==> src/rtl/id_stage_if.sv <==
// Pipeline-side bundle of the decode stage: fetch inputs, EX/MEM/WB hazard and
// writeback inputs, the fetch redirect/stall outputs and the ID/EX register outputs.
// The slave modport is the decode stage itself; master is the surrounding pipeline.
interface id_stage_if #(
    parameter int WORD_LENGTH = 32,
    parameter int IDX_W       = 5
);
    logic [WORD_LENGTH-1:0] PCAdder1In;
    logic [WORD_LENGTH-1:0] InstIn;
    logic                   exMemRead;
    logic                   exRegWrite;
    logic [IDX_W-1:0]       exDest;
    logic                   memRegWrite;
    logic [IDX_W-1:0]       memDest;
    logic                   wbRegWrite;
    logic [IDX_W-1:0]       wbDest;
    logic [WORD_LENGTH-1:0] wbData;

    logic                   pcEnb;
    logic                   BranchTaken;
    logic [WORD_LENGTH-1:0] BranchAddress;
    logic                   idExValid;
    logic                   idExRegWrite;
    logic                   idExMemRead;
    logic                   idExMemWrite;
    logic                   idExAluSrc;
    logic [2:0]             idExAluOp;
    logic [WORD_LENGTH-1:0] idExRsData;
    logic [WORD_LENGTH-1:0] idExRtData;
    logic [WORD_LENGTH-1:0] idExImm;
    logic [IDX_W-1:0]       idExRs;
    logic [IDX_W-1:0]       idExRt;
    logic [IDX_W-1:0]       idExDest;
    logic [31:0]            stallCount;

    modport slave (
        input  PCAdder1In, InstIn, exMemRead, exRegWrite, exDest,
               memRegWrite, memDest, wbRegWrite, wbDest, wbData,
        output pcEnb, BranchTaken, BranchAddress, idExValid, idExRegWrite,
               idExMemRead, idExMemWrite, idExAluSrc, idExAluOp, idExRsData,
               idExRtData, idExImm, idExRs, idExRt, idExDest, stallCount
    );

    modport master (
        output PCAdder1In, InstIn, exMemRead, exRegWrite, exDest,
               memRegWrite, memDest, wbRegWrite, wbDest, wbData,
        input  pcEnb, BranchTaken, BranchAddress, idExValid, idExRegWrite,
               idExMemRead, idExMemWrite, idExAluSrc, idExAluOp, idExRsData,
               idExRtData, idExImm, idExRs, idExRt, idExDest, stallCount
    );
endinterface

==> src/rtl/id_stage.sv <==
// Instruction-decode stage: IF/ID register, 32x32 register file with WB bypass,
// branch/jump resolution back to fetch, load-use and branch-operand stall
// detection, and the ID/EX register.
// Optional feature: define ID_STALL_COUNTER_EN to count stall cycles on
// stallCount; otherwise stallCount is tied to zero.
// Instructions the decoder does not recognise, and all branches/jumps, enter
// ID/EX as valid entries with every control bit clear.
module id_stage #(
    parameter int WORD_LENGTH = 32,
    parameter int REG_COUNT   = 32
) (
    input logic     clk,
    input logic     rst,
    id_stage_if.slave bus
);
    localparam int IDX_W = $clog2(REG_COUNT);

    localparam logic [5:0] OP_RTYPE = 6'h00;
    localparam logic [5:0] OP_ADDI  = 6'h08;
    localparam logic [5:0] OP_LW    = 6'h23;
    localparam logic [5:0] OP_SW    = 6'h2B;
    localparam logic [5:0] OP_BEQ   = 6'h04;
    localparam logic [5:0] OP_BNE   = 6'h05;
    localparam logic [5:0] OP_J     = 6'h02;

    localparam logic [2:0] ALU_ADD = 3'b000;
    localparam logic [2:0] ALU_SUB = 3'b001;
    localparam logic [2:0] ALU_AND = 3'b010;
    localparam logic [2:0] ALU_OR  = 3'b011;
    localparam logic [2:0] ALU_SLT = 3'b100;

    logic                   ifid_valid;
    logic [WORD_LENGTH-1:0] ifid_pc4;
    logic [31:0]            ifid_instr;
    logic [WORD_LENGTH-1:0] regs [REG_COUNT];

    logic [5:0]             opcode;
    logic [5:0]             funct;
    logic [IDX_W-1:0]       rs;
    logic [IDX_W-1:0]       rt;
    logic [IDX_W-1:0]       rd;
    logic [15:0]            imm16;
    logic [WORD_LENGTH-1:0] imm_ext;

    logic                   reg_write, mem_read, mem_write, alu_src;
    logic [2:0]             alu_op;
    logic [IDX_W-1:0]       dest;
    logic                   uses_rs, uses_rt, is_beq, is_bne, is_j;

    logic [WORD_LENGTH-1:0] rs_data, rt_data;
    logic                   load_use, branch_hazard, stall, branch_taken;

    assign opcode  = ifid_instr[31:26];
    assign rs      = ifid_instr[25:21];
    assign rt      = ifid_instr[20:16];
    assign rd      = ifid_instr[15:11];
    assign funct   = ifid_instr[5:0];
    assign imm16   = ifid_instr[15:0];
    assign imm_ext = {{(WORD_LENGTH-16){imm16[15]}}, imm16};

    // Decode the IF/ID instruction into ID/EX controls and the set of sources it reads.
    always_comb begin
        reg_write = 1'b0;
        mem_read  = 1'b0;
        mem_write = 1'b0;
        alu_src   = 1'b0;
        alu_op    = ALU_ADD;
        dest      = '0;
        uses_rs   = 1'b0;
        uses_rt   = 1'b0;
        is_beq    = 1'b0;
        is_bne    = 1'b0;
        is_j      = 1'b0;
        case (opcode)
            OP_RTYPE: begin
                reg_write = 1'b1;
                uses_rs   = 1'b1;
                uses_rt   = 1'b1;
                dest      = rd;
                case (funct)
                    6'h20:   alu_op = ALU_ADD;
                    6'h22:   alu_op = ALU_SUB;
                    6'h24:   alu_op = ALU_AND;
                    6'h25:   alu_op = ALU_OR;
                    6'h2A:   alu_op = ALU_SLT;
                    default: begin
                        reg_write = 1'b0;
                        uses_rs   = 1'b0;
                        uses_rt   = 1'b0;
                        dest      = '0;
                    end
                endcase
            end
            OP_ADDI: begin
                reg_write = 1'b1;
                alu_src   = 1'b1;
                uses_rs   = 1'b1;
                dest      = rt;
            end
            OP_LW: begin
                reg_write = 1'b1;
                mem_read  = 1'b1;
                alu_src   = 1'b1;
                uses_rs   = 1'b1;
                dest      = rt;
            end
            OP_SW: begin
                mem_write = 1'b1;
                alu_src   = 1'b1;
                uses_rs   = 1'b1;
                uses_rt   = 1'b1;
            end
            OP_BEQ: begin
                is_beq  = 1'b1;
                uses_rs = 1'b1;
                uses_rt = 1'b1;
            end
            OP_BNE: begin
                is_bne  = 1'b1;
                uses_rs = 1'b1;
                uses_rt = 1'b1;
            end
            OP_J:    is_j = 1'b1;
            default: ;
        endcase
    end

    // Register reads with same-cycle writeback bypass; r0 is hardwired to zero.
    assign rs_data = (rs == '0) ? '0 :
                     (bus.wbRegWrite && bus.wbDest == rs) ? bus.wbData : regs[rs];
    assign rt_data = (rt == '0) ? '0 :
                     (bus.wbRegWrite && bus.wbDest == rt) ? bus.wbData : regs[rt];

    // Hazards: load result not ready for a consumer, or a branch operand still in flight.
    always_comb begin
        load_use = ifid_valid && bus.exMemRead && (bus.exDest != '0) &&
                   ((uses_rs && rs == bus.exDest) || (uses_rt && rt == bus.exDest));
        branch_hazard = ifid_valid && (is_beq || is_bne) &&
            (((rs != '0) && ((bus.exRegWrite && bus.exDest == rs) ||
                             (bus.memRegWrite && bus.memDest == rs))) ||
             ((rt != '0) && ((bus.exRegWrite && bus.exDest == rt) ||
                             (bus.memRegWrite && bus.memDest == rt))));
        stall = load_use || branch_hazard;
    end

    // Branch/jump resolution in the decode cycle; target wraps modulo 2^WORD_LENGTH.
    always_comb begin
        branch_taken = ifid_valid && !stall &&
                       ((is_beq && rs_data == rt_data) ||
                        (is_bne && rs_data != rt_data) || is_j);
        if (is_j)
            bus.BranchAddress = {ifid_pc4[WORD_LENGTH-1:WORD_LENGTH-4], ifid_instr[25:0], 2'b00};
        else if (is_beq || is_bne)
            bus.BranchAddress = ifid_pc4 + {imm_ext[WORD_LENGTH-3:0], 2'b00};
        else
            bus.BranchAddress = ifid_pc4;
    end

    assign bus.pcEnb       = !stall;
    assign bus.BranchTaken = branch_taken;

    // IF/ID register: hold on stall, squash the wrong-path fetch behind a taken branch.
    always_ff @(posedge clk) begin
        if (rst) begin
            ifid_valid <= 1'b0;
            ifid_pc4   <= '0;
            ifid_instr <= '0;
        end else if (!stall) begin
            ifid_valid <= !branch_taken;
            ifid_pc4   <= bus.PCAdder1In;
            ifid_instr <= bus.InstIn;
        end
    end

    // Register file write port; r0 never changes.
    always_ff @(posedge clk) begin
        if (rst) begin
            for (int i = 0; i < REG_COUNT; i++) regs[i] <= '0;
        end else if (bus.wbRegWrite && bus.wbDest != '0) begin
            regs[bus.wbDest] <= bus.wbData;
        end
    end

    // ID/EX register: bubble on reset, stall or an empty IF/ID slot.
    always_ff @(posedge clk) begin
        if (rst || stall || !ifid_valid) begin
            bus.idExValid    <= 1'b0;
            bus.idExRegWrite <= 1'b0;
            bus.idExMemRead  <= 1'b0;
            bus.idExMemWrite <= 1'b0;
            bus.idExAluSrc   <= 1'b0;
            bus.idExAluOp    <= '0;
            bus.idExRsData   <= '0;
            bus.idExRtData   <= '0;
            bus.idExImm      <= '0;
            bus.idExRs       <= '0;
            bus.idExRt       <= '0;
            bus.idExDest     <= '0;
        end else begin
            bus.idExValid    <= 1'b1;
            bus.idExRegWrite <= reg_write;
            bus.idExMemRead  <= mem_read;
            bus.idExMemWrite <= mem_write;
            bus.idExAluSrc   <= alu_src;
            bus.idExAluOp    <= alu_op;
            bus.idExRsData   <= rs_data;
            bus.idExRtData   <= rt_data;
            bus.idExImm      <= imm_ext;
            bus.idExRs       <= rs;
            bus.idExRt       <= rt;
            bus.idExDest     <= dest;
        end
    end

`ifdef ID_STALL_COUNTER_EN
    logic [31:0] stall_cnt;

    // Count every cycle fetch is held.
    always_ff @(posedge clk) begin
        if (rst)         stall_cnt <= '0;
        else if (stall)  stall_cnt <= stall_cnt + 32'd1;
    end

    assign bus.stallCount = stall_cnt;
`else
    assign bus.stallCount = 32'd0;
`endif
endmodule

==> src/flat_wrapper.sv <==
// flat-port wrapper written by rule: the top's interface ports become plain ports
module id_stage_flat 
#(
    parameter int WORD_LENGTH = 32,
    parameter int REG_COUNT   = 32
)
  (clk, rst, bus_PCAdder1In, bus_InstIn, bus_exMemRead, bus_exRegWrite, bus_exDest, bus_memRegWrite, bus_memDest, bus_wbRegWrite, bus_wbDest, bus_wbData, bus_pcEnb, bus_BranchTaken, bus_BranchAddress, bus_idExValid, bus_idExRegWrite, bus_idExMemRead, bus_idExMemWrite, bus_idExAluSrc, bus_idExAluOp, bus_idExRsData, bus_idExRtData, bus_idExImm, bus_idExRs, bus_idExRt, bus_idExDest, bus_stallCount);
  id_stage_if #(.WORD_LENGTH(WORD_LENGTH)) bus_i ();
  input logic clk;
  input logic rst;
  input wire logic [$bits(bus_i.PCAdder1In)-1:0] bus_PCAdder1In;
  input wire logic [$bits(bus_i.InstIn)-1:0] bus_InstIn;
  input wire logic [$bits(bus_i.exMemRead)-1:0] bus_exMemRead;
  input wire logic [$bits(bus_i.exRegWrite)-1:0] bus_exRegWrite;
  input wire logic [$bits(bus_i.exDest)-1:0] bus_exDest;
  input wire logic [$bits(bus_i.memRegWrite)-1:0] bus_memRegWrite;
  input wire logic [$bits(bus_i.memDest)-1:0] bus_memDest;
  input wire logic [$bits(bus_i.wbRegWrite)-1:0] bus_wbRegWrite;
  input wire logic [$bits(bus_i.wbDest)-1:0] bus_wbDest;
  input wire logic [$bits(bus_i.wbData)-1:0] bus_wbData;
  output wire logic [$bits(bus_i.pcEnb)-1:0] bus_pcEnb;
  output wire logic [$bits(bus_i.BranchTaken)-1:0] bus_BranchTaken;
  output wire logic [$bits(bus_i.BranchAddress)-1:0] bus_BranchAddress;
  output wire logic [$bits(bus_i.idExValid)-1:0] bus_idExValid;
  output wire logic [$bits(bus_i.idExRegWrite)-1:0] bus_idExRegWrite;
  output wire logic [$bits(bus_i.idExMemRead)-1:0] bus_idExMemRead;
  output wire logic [$bits(bus_i.idExMemWrite)-1:0] bus_idExMemWrite;
  output wire logic [$bits(bus_i.idExAluSrc)-1:0] bus_idExAluSrc;
  output wire logic [$bits(bus_i.idExAluOp)-1:0] bus_idExAluOp;
  output wire logic [$bits(bus_i.idExRsData)-1:0] bus_idExRsData;
  output wire logic [$bits(bus_i.idExRtData)-1:0] bus_idExRtData;
  output wire logic [$bits(bus_i.idExImm)-1:0] bus_idExImm;
  output wire logic [$bits(bus_i.idExRs)-1:0] bus_idExRs;
  output wire logic [$bits(bus_i.idExRt)-1:0] bus_idExRt;
  output wire logic [$bits(bus_i.idExDest)-1:0] bus_idExDest;
  output wire logic [$bits(bus_i.stallCount)-1:0] bus_stallCount;
  assign bus_i.PCAdder1In = bus_PCAdder1In;
  assign bus_i.InstIn = bus_InstIn;
  assign bus_i.exMemRead = bus_exMemRead;
  assign bus_i.exRegWrite = bus_exRegWrite;
  assign bus_i.exDest = bus_exDest;
  assign bus_i.memRegWrite = bus_memRegWrite;
  assign bus_i.memDest = bus_memDest;
  assign bus_i.wbRegWrite = bus_wbRegWrite;
  assign bus_i.wbDest = bus_wbDest;
  assign bus_i.wbData = bus_wbData;
  assign bus_pcEnb = bus_i.pcEnb;
  assign bus_BranchTaken = bus_i.BranchTaken;
  assign bus_BranchAddress = bus_i.BranchAddress;
  assign bus_idExValid = bus_i.idExValid;
  assign bus_idExRegWrite = bus_i.idExRegWrite;
  assign bus_idExMemRead = bus_i.idExMemRead;
  assign bus_idExMemWrite = bus_i.idExMemWrite;
  assign bus_idExAluSrc = bus_i.idExAluSrc;
  assign bus_idExAluOp = bus_i.idExAluOp;
  assign bus_idExRsData = bus_i.idExRsData;
  assign bus_idExRtData = bus_i.idExRtData;
  assign bus_idExImm = bus_i.idExImm;
  assign bus_idExRs = bus_i.idExRs;
  assign bus_idExRt = bus_i.idExRt;
  assign bus_idExDest = bus_i.idExDest;
  assign bus_stallCount = bus_i.stallCount;
  id_stage #(.WORD_LENGTH(WORD_LENGTH), .REG_COUNT(REG_COUNT)) u_core (.clk(clk), .rst(rst), .bus(bus_i));
endmodule
==> config.mk <==
export PLATFORM = sky130hd
export DESIGN_NAME = id_stage_flat
export DESIGN_NICKNAME = d
export VERILOG_FILES = /design/src/rtl/id_stage_if.sv /design/src/rtl/id_stage.sv /design/src/flat_wrapper.sv
export SDC_FILE = /design/constraint.sdc
export NUM_CORES = 2
export LEC_CHECK = 0
export CORE_MARGIN = 2
export CORE_UTILIZATION = 40
export CTS_BUF_LIST = sky130_fd_sc_hd__clkbuf_8
export DETAILED_ROUTE_END_ITERATION = 8
export PLACE_DENSITY = 0.68
export SYNTH_ARGS = -nofsm -noshare
export SYNTH_HDL_FRONTEND = slang
export SYNTH_SLANG_ARGS = --single-unit
==> constraint.sdc <==
create_clock -name clk -period 4.9 [get_ports clk]
set_input_delay 0.98 -clock clk [delete_from_list [all_inputs] [get_ports clk]]
set_output_delay 0.98 -clock clk [all_outputs]
set_load 0.05 [all_outputs]
; ---- After elaboration in Yosys (flattened, before gate mapping)
; Memory sizes are Yosys's and may differ from the RTL's. A register that Yosys moved wholly into a read port is not among the register bits.
; Index checks and enable logic that the tools add are counted.
; Widths: inputs -> output; s select.
[op_classes]
addsub = 1
eq_ne = 21
muxes = 32
n_bitwise = 1
reduce_logical = 47
[op_table]
columns = operator, count
row1 = $mux 32, 7
row2 = $eq 6x6->1 const B, 7
row3 = $eq 5x5->1, 8
row4 = $add 32x32->32, 1
row5 = $eq 32x32->1, 1
row6 = $ne 32x32->1, 1
row7 = $reduce_or 32->1, 1
row8 = $mux 5, 6
row9 = $logic_and 1x1->1, 20
row10 = $reduce_bool 5->1, 4
row11 = $mux 1, 14
row12 = $eq 6x3->1 const B, 2
row13 = $pmux 3 s4, 1
row14 = $logic_not 5->1, 2
row15 = $logic_or 1x1->1, 10
row16 = $pmux 5 s2, 1
row17 = $reduce_or 5->1, 2
row18 = $eq 6x2->1 const B, 1
row19 = $eq 6x4->1 const B, 1
row20 = $logic_not 6->1, 1
row21 = $pmux 1 s2, 3
row22 = $reduce_or 3->1, 2
row23 = $reduce_or 2->1, 2
row24 = $logic_not 1->1, 3
row25 = $not 1->1, 1
[word_totals]
reg_bits = 168
mem_bits_rw = 1024
in_bits = 117
word_cells = 118
mem_count = 1
[mem_list]
columns = memory, depth, word_bits, rd, rd_ports_with_merged_regs, write_ports, line
row1 = u_core.regs, 32, 32, 2, 2, 32, id_stage.sv:35  ; logic [WORD_LENGTH-1:0] regs [REG_COUNT];

; ---- Logic depth before layout (Yosys ltp)
[logic_depth]
word_depth = 12
mapped_depth = 16
depth_no_buf = 13

; ---- Worst setup path after synthesis
; No wires, ideal clock.
[synth_path]
kind = input to output
startpoint = input bus_wbDest[4]
endpoint = output bus_BranchTaken
arrival_ps = 3843
t_required_ps = 3920
slack_ps = 77
cell_stages = 13
path_buffers = 3
cell_sequence = buf_2 -> xnor2_1 -> nand4_1 -> or2_2 -> clkbuf_1 -> clkbuf_1 -> o21ai_0 -> nor2_1 -> a221oi_1 -> nand4_1 -> nor4_2 -> mux2i_1 -> a211o_1
[synth_via]
elab_chain_cells = 9
[synth_lines]
columns = item, line
row1 = from (decl), flat_wrapper.sv:19  ; input wire logic [$bits(bus_i.wbDest)-1:0] bus_wbDest;
row2 = "$eq 5x5->1, on equally long branches", "id_stage.sv:130, id_stage.sv:132"
row3 = "$logic_and 1x1->1, on equally long branches", "id_stage.sv:130, id_stage.sv:132"
row4 = "$mux 32, on equally long branches", "id_stage.sv:130, id_stage.sv:132"
row5 = "$mux 32, on equally long branches", "id_stage.sv:129, id_stage.sv:131"
row6 = $eq 32x32->1 or $ne 32x32->1 (tied branches), "id_stage.sv:149, id_stage.sv:150"
row7 = "$logic_and 1x1->1, on equally long branches", "id_stage.sv:149, id_stage.sv:150"
row8 = $logic_or 1x1->1 (*), id_stage.sv:149  ; ((is_beq && rs_data == rt_data) ||
row9 = $logic_or 1x1->1 (*), id_stage.sv:150  ; (is_bne && rs_data != rt_data) || is_j);
row10 = $logic_and 1x1->1 (*), id_stage.sv:148  ; branch_taken = ifid_valid && !stall &&
row11 = to (decl), flat_wrapper.sv:22  ; output wire logic [$bits(bus_i.BranchTaken)-1:0] bus_BranchTaken;
; Mark *: on every way between the ends. The rest lies on a longest branch, timed or not.

==> results.cfg <==
[critical_path]
critical_path_buf_inv_count = 7
crit_path_end_kind = primary output
crit_required_ns = 3.92
cpMostUsedCell = buf_12
crit_chain = buf_12 -> buf_16 -> buf_12 -> buf_8 -> mux4_2 -> a22o_1 -> a221oi_2 -> buf_4 -> a22oi_2 -> o211ai_2 -> xnor2_2 -> nor4_2 -> nand4_1 -> nor4_4 -> buf_4 -> mux2i_2 -> a211o_1 -> buf_12
arrival_ns = 5.09
crit_path_max_incr_delay_ns = 0.51
critPathKind = reg2out
r2r_end = u_core.ifid_valid$_SDFFE_PP0N_
start_kind = flop
cp.depth = 18
crit_fanout = 8
reg2reg_slack_ns = 0.59
cp_slowest_cell = mux4_2
r2r_cells = 19
path_delay_family = buffers and inverters

[timing]
setup_ws_ns = -1.17
finalHoldViolations = 0
worst_pin_slew_ns = 0.851
fin_worst_skew_ns = 0.0535
fin_crit_ns = 6.07
fmax_mhz = 165
finalCritPeriodShare = 1.24
setup_viol = 3
maxSlewViolCount = 0
relSlewSlack = 0.431
whs_ns = 0.311
rsz0062_at_grt = yes

[layout]
n_fill_cell = 13300
fin_util = 0.497
nets = 5490
seqCellArea_um2 = 34400
multi_input_area_um2 = 27900
fin_area_um2 = 78600
area_growth_pct = 23.6
drive_above_1_share = 0.310
final_cells = 7592

[global_route]
track_usage = 0.310
grt_max_degree = 66
grt_overflow_total = 0
grt_pass1_wl_mm = 353
antenna_found_initial = 35
grt_pass1_vias = 46600

[cts]
cts_tree = done
clock_sink_count = 1202
cts_buffer_depth = 3
numCtsBuffers = 200
clock_latency_ns = 0.99
clock-root-buffer = clkbuf_8
ctsHtreeMaxLevel = 4
path_clk_slew_ns = 0.07

[placement]
placed_cells = 7131
hpwl_mm = 165
place_congestion = 0.974
portBuffers = 269
place_area_um2 = 72700

[die]
core_um2 = 158000
die_x_um = 403
die_h_um = 403
num_rows = 146
io-pin-count = 302
start_util = 0.402
dieArea_um2 = 162000

[logic_synthesis]
synthCells = 4595
ys_seq_area_frac = 0.540
synthFlopType = edfxtp_1
synth_area_leaders = edfxtp_1, mux4_2, and2_1, dfxtp_1, mux2i_1
synth-seq-cells = 1202
syn_area_um2 = 63600
ys_warn_count = 0
yosys.area.top_type = edfxtp_1
async_reset_ff_frac = 0
yosys-top-cells-count = edfxtp_1, and2_1, mux4_2
ys_types = 77
synth_top_area_frac = 0.484
synth_edf_count = 1024
avgSynthCellArea_um2 = 13.8
yosysMostFrequentCell = edfxtp_1

[min_path]
hold_path_class = in2reg
min-delay-start = rst
hold_path_end = u_core.ifid_pc4[9]$_SDFFE_PP0N_
hold_depth = 2

[flow_run]
drv_cap = 0

[drt]
wl_per_cell_um = 33.6
viasPerCell = 6.27
drtPass1Iterations = 6
vias = 47600
routed_wirelength_mm = 255
drc = 0
initialDrtViolationCount = 8091
drtAntennaViolNets = 0

[pwr]
power_mw = 25.8
ir_worst_vdd_v = 0.000344
power_density_nw_per_um2 = 328
power_leakage_nw = 28.8

[status]
status = finished with violations
violations = negative setup slack
[layout make-up]
type,count,area share
antenna,21,0.000669
clock buffer,218,0.0382
clock inverter,140,0.0126
inverter,13,0.000621
multi-input combinational,2939,0.355
sequential,1202,0.437
tap,2072,0.0330
timing repair buffer,987,0.122
[report_power, final]
| group | switching, mW | internal (mW) |
|---|---|---|
| sequential | 0.322 | 11.6 |
| combinational | 2.65 | 2.05 |
| clock | 4.44 | 4.67 |
[stage by stage]
stage                     setup TNS, ns  worst slack, ns
after global routing              -1.90            -1.27
after floorplan                       0           0.0773
final                             -1.29            -1.17
after CTS                         -1.26            -1.04
after detailed placement         -0.882           -0.882
after global placement           -0.921           -0.902
[registers in the layout, summed over array words and instances (netlist names), named ones only]
register / cells
u_core.bus.idExRs: 5
u_core.bus.idExMemWrite: 1
u_core.bus.idExMemRead: 1
u_core.ifid_valid: 1
u_core.bus.idExAluOp: 3
u_core.ifid_instr: 32
u_core.bus.idExRt: 5
u_core.bus.idExRtData: 32
u_core.bus.idExRegWrite: 1
u_core.ifid_pc4: 32
u_core.bus.idExRsData: 32
u_core.bus.idExImm: 16
u_core.bus.idExValid: 1
u_core.regs: 1024
u_core.bus.idExDest: 5
u_core.bus.idExAluSrc: 1
[how the worst max path moves through the flow]
stage | from | to | slack, ns
CTS | flop | bus_BranchTaken | -1.04
global route | flop | bus_BranchTaken | -1.27
floorplan | bus_wbDest[4] | bus_BranchTaken | 0.08
global placement | bus_wbDest[2] | bus_BranchTaken | -0.90
finish | flop | bus_BranchTaken | -1.17
detailed placement | bus_wbDest[3] | bus_BranchTaken | -0.88
[cell families after synthesis]
| kind of cell | count (synthesis) | share of synthesized area |
|---|---|---|
| and+or+nand+nor | 1576 | 0.141 |
| DFF | 1202 | 0.540 |
| muxes | 710 | 0.209 |
| buffers and inverters | 517 | 0.0394 |
| AOI/OAI and AO/OA | 479 | 0.0530 |
| xor gates and xnor gates | 80 | 0.0110 |
| adders and majority gates | 30 | 0.00602 |
| other | 1 | 0.0000590 |
[routing by layer]
| layer | global-route usage | wire length, um | up-vias | part of all wire |
|---|---|---|---|---|
| met5 | 0 | 116 | - | 0.00046 |
| met4 | 0.174 | 15900 | 16 | 0.062 |
| met3 | 0.105 | 37300 | 811 | 0.15 |
| met2 | 0.464 | 112000 | 4155 | 0.44 |
| met1 | 0.396 | 89600 | 23700 | 0.35 |
| li1 | - | - | 18900 | - |
[placed cells by master, fill, tap and decap left out, drive strengths merged, types with 85 or more instances in the layout]
cell type,n
clkdlybuf4s50,239
mux2i,218
dfxtp,178
mux4,491
a22oi,99
and2,987
nor2,215
clkbuf,221
a21oi,109
buf,736
nor3,94
edfxtp,1024
nand2,99
inv,85
[repair_timing]
action / CTS / global route
gates cloned: 9 / 0
pin swaps: 54 / 44
gates resized for setup: 173 / 79
hold buffers: 0 / 0
endpoints found under the setup margin: 29 / 20
buffers inserted: 58 / 21
Power figures use the tool's default switching activity.
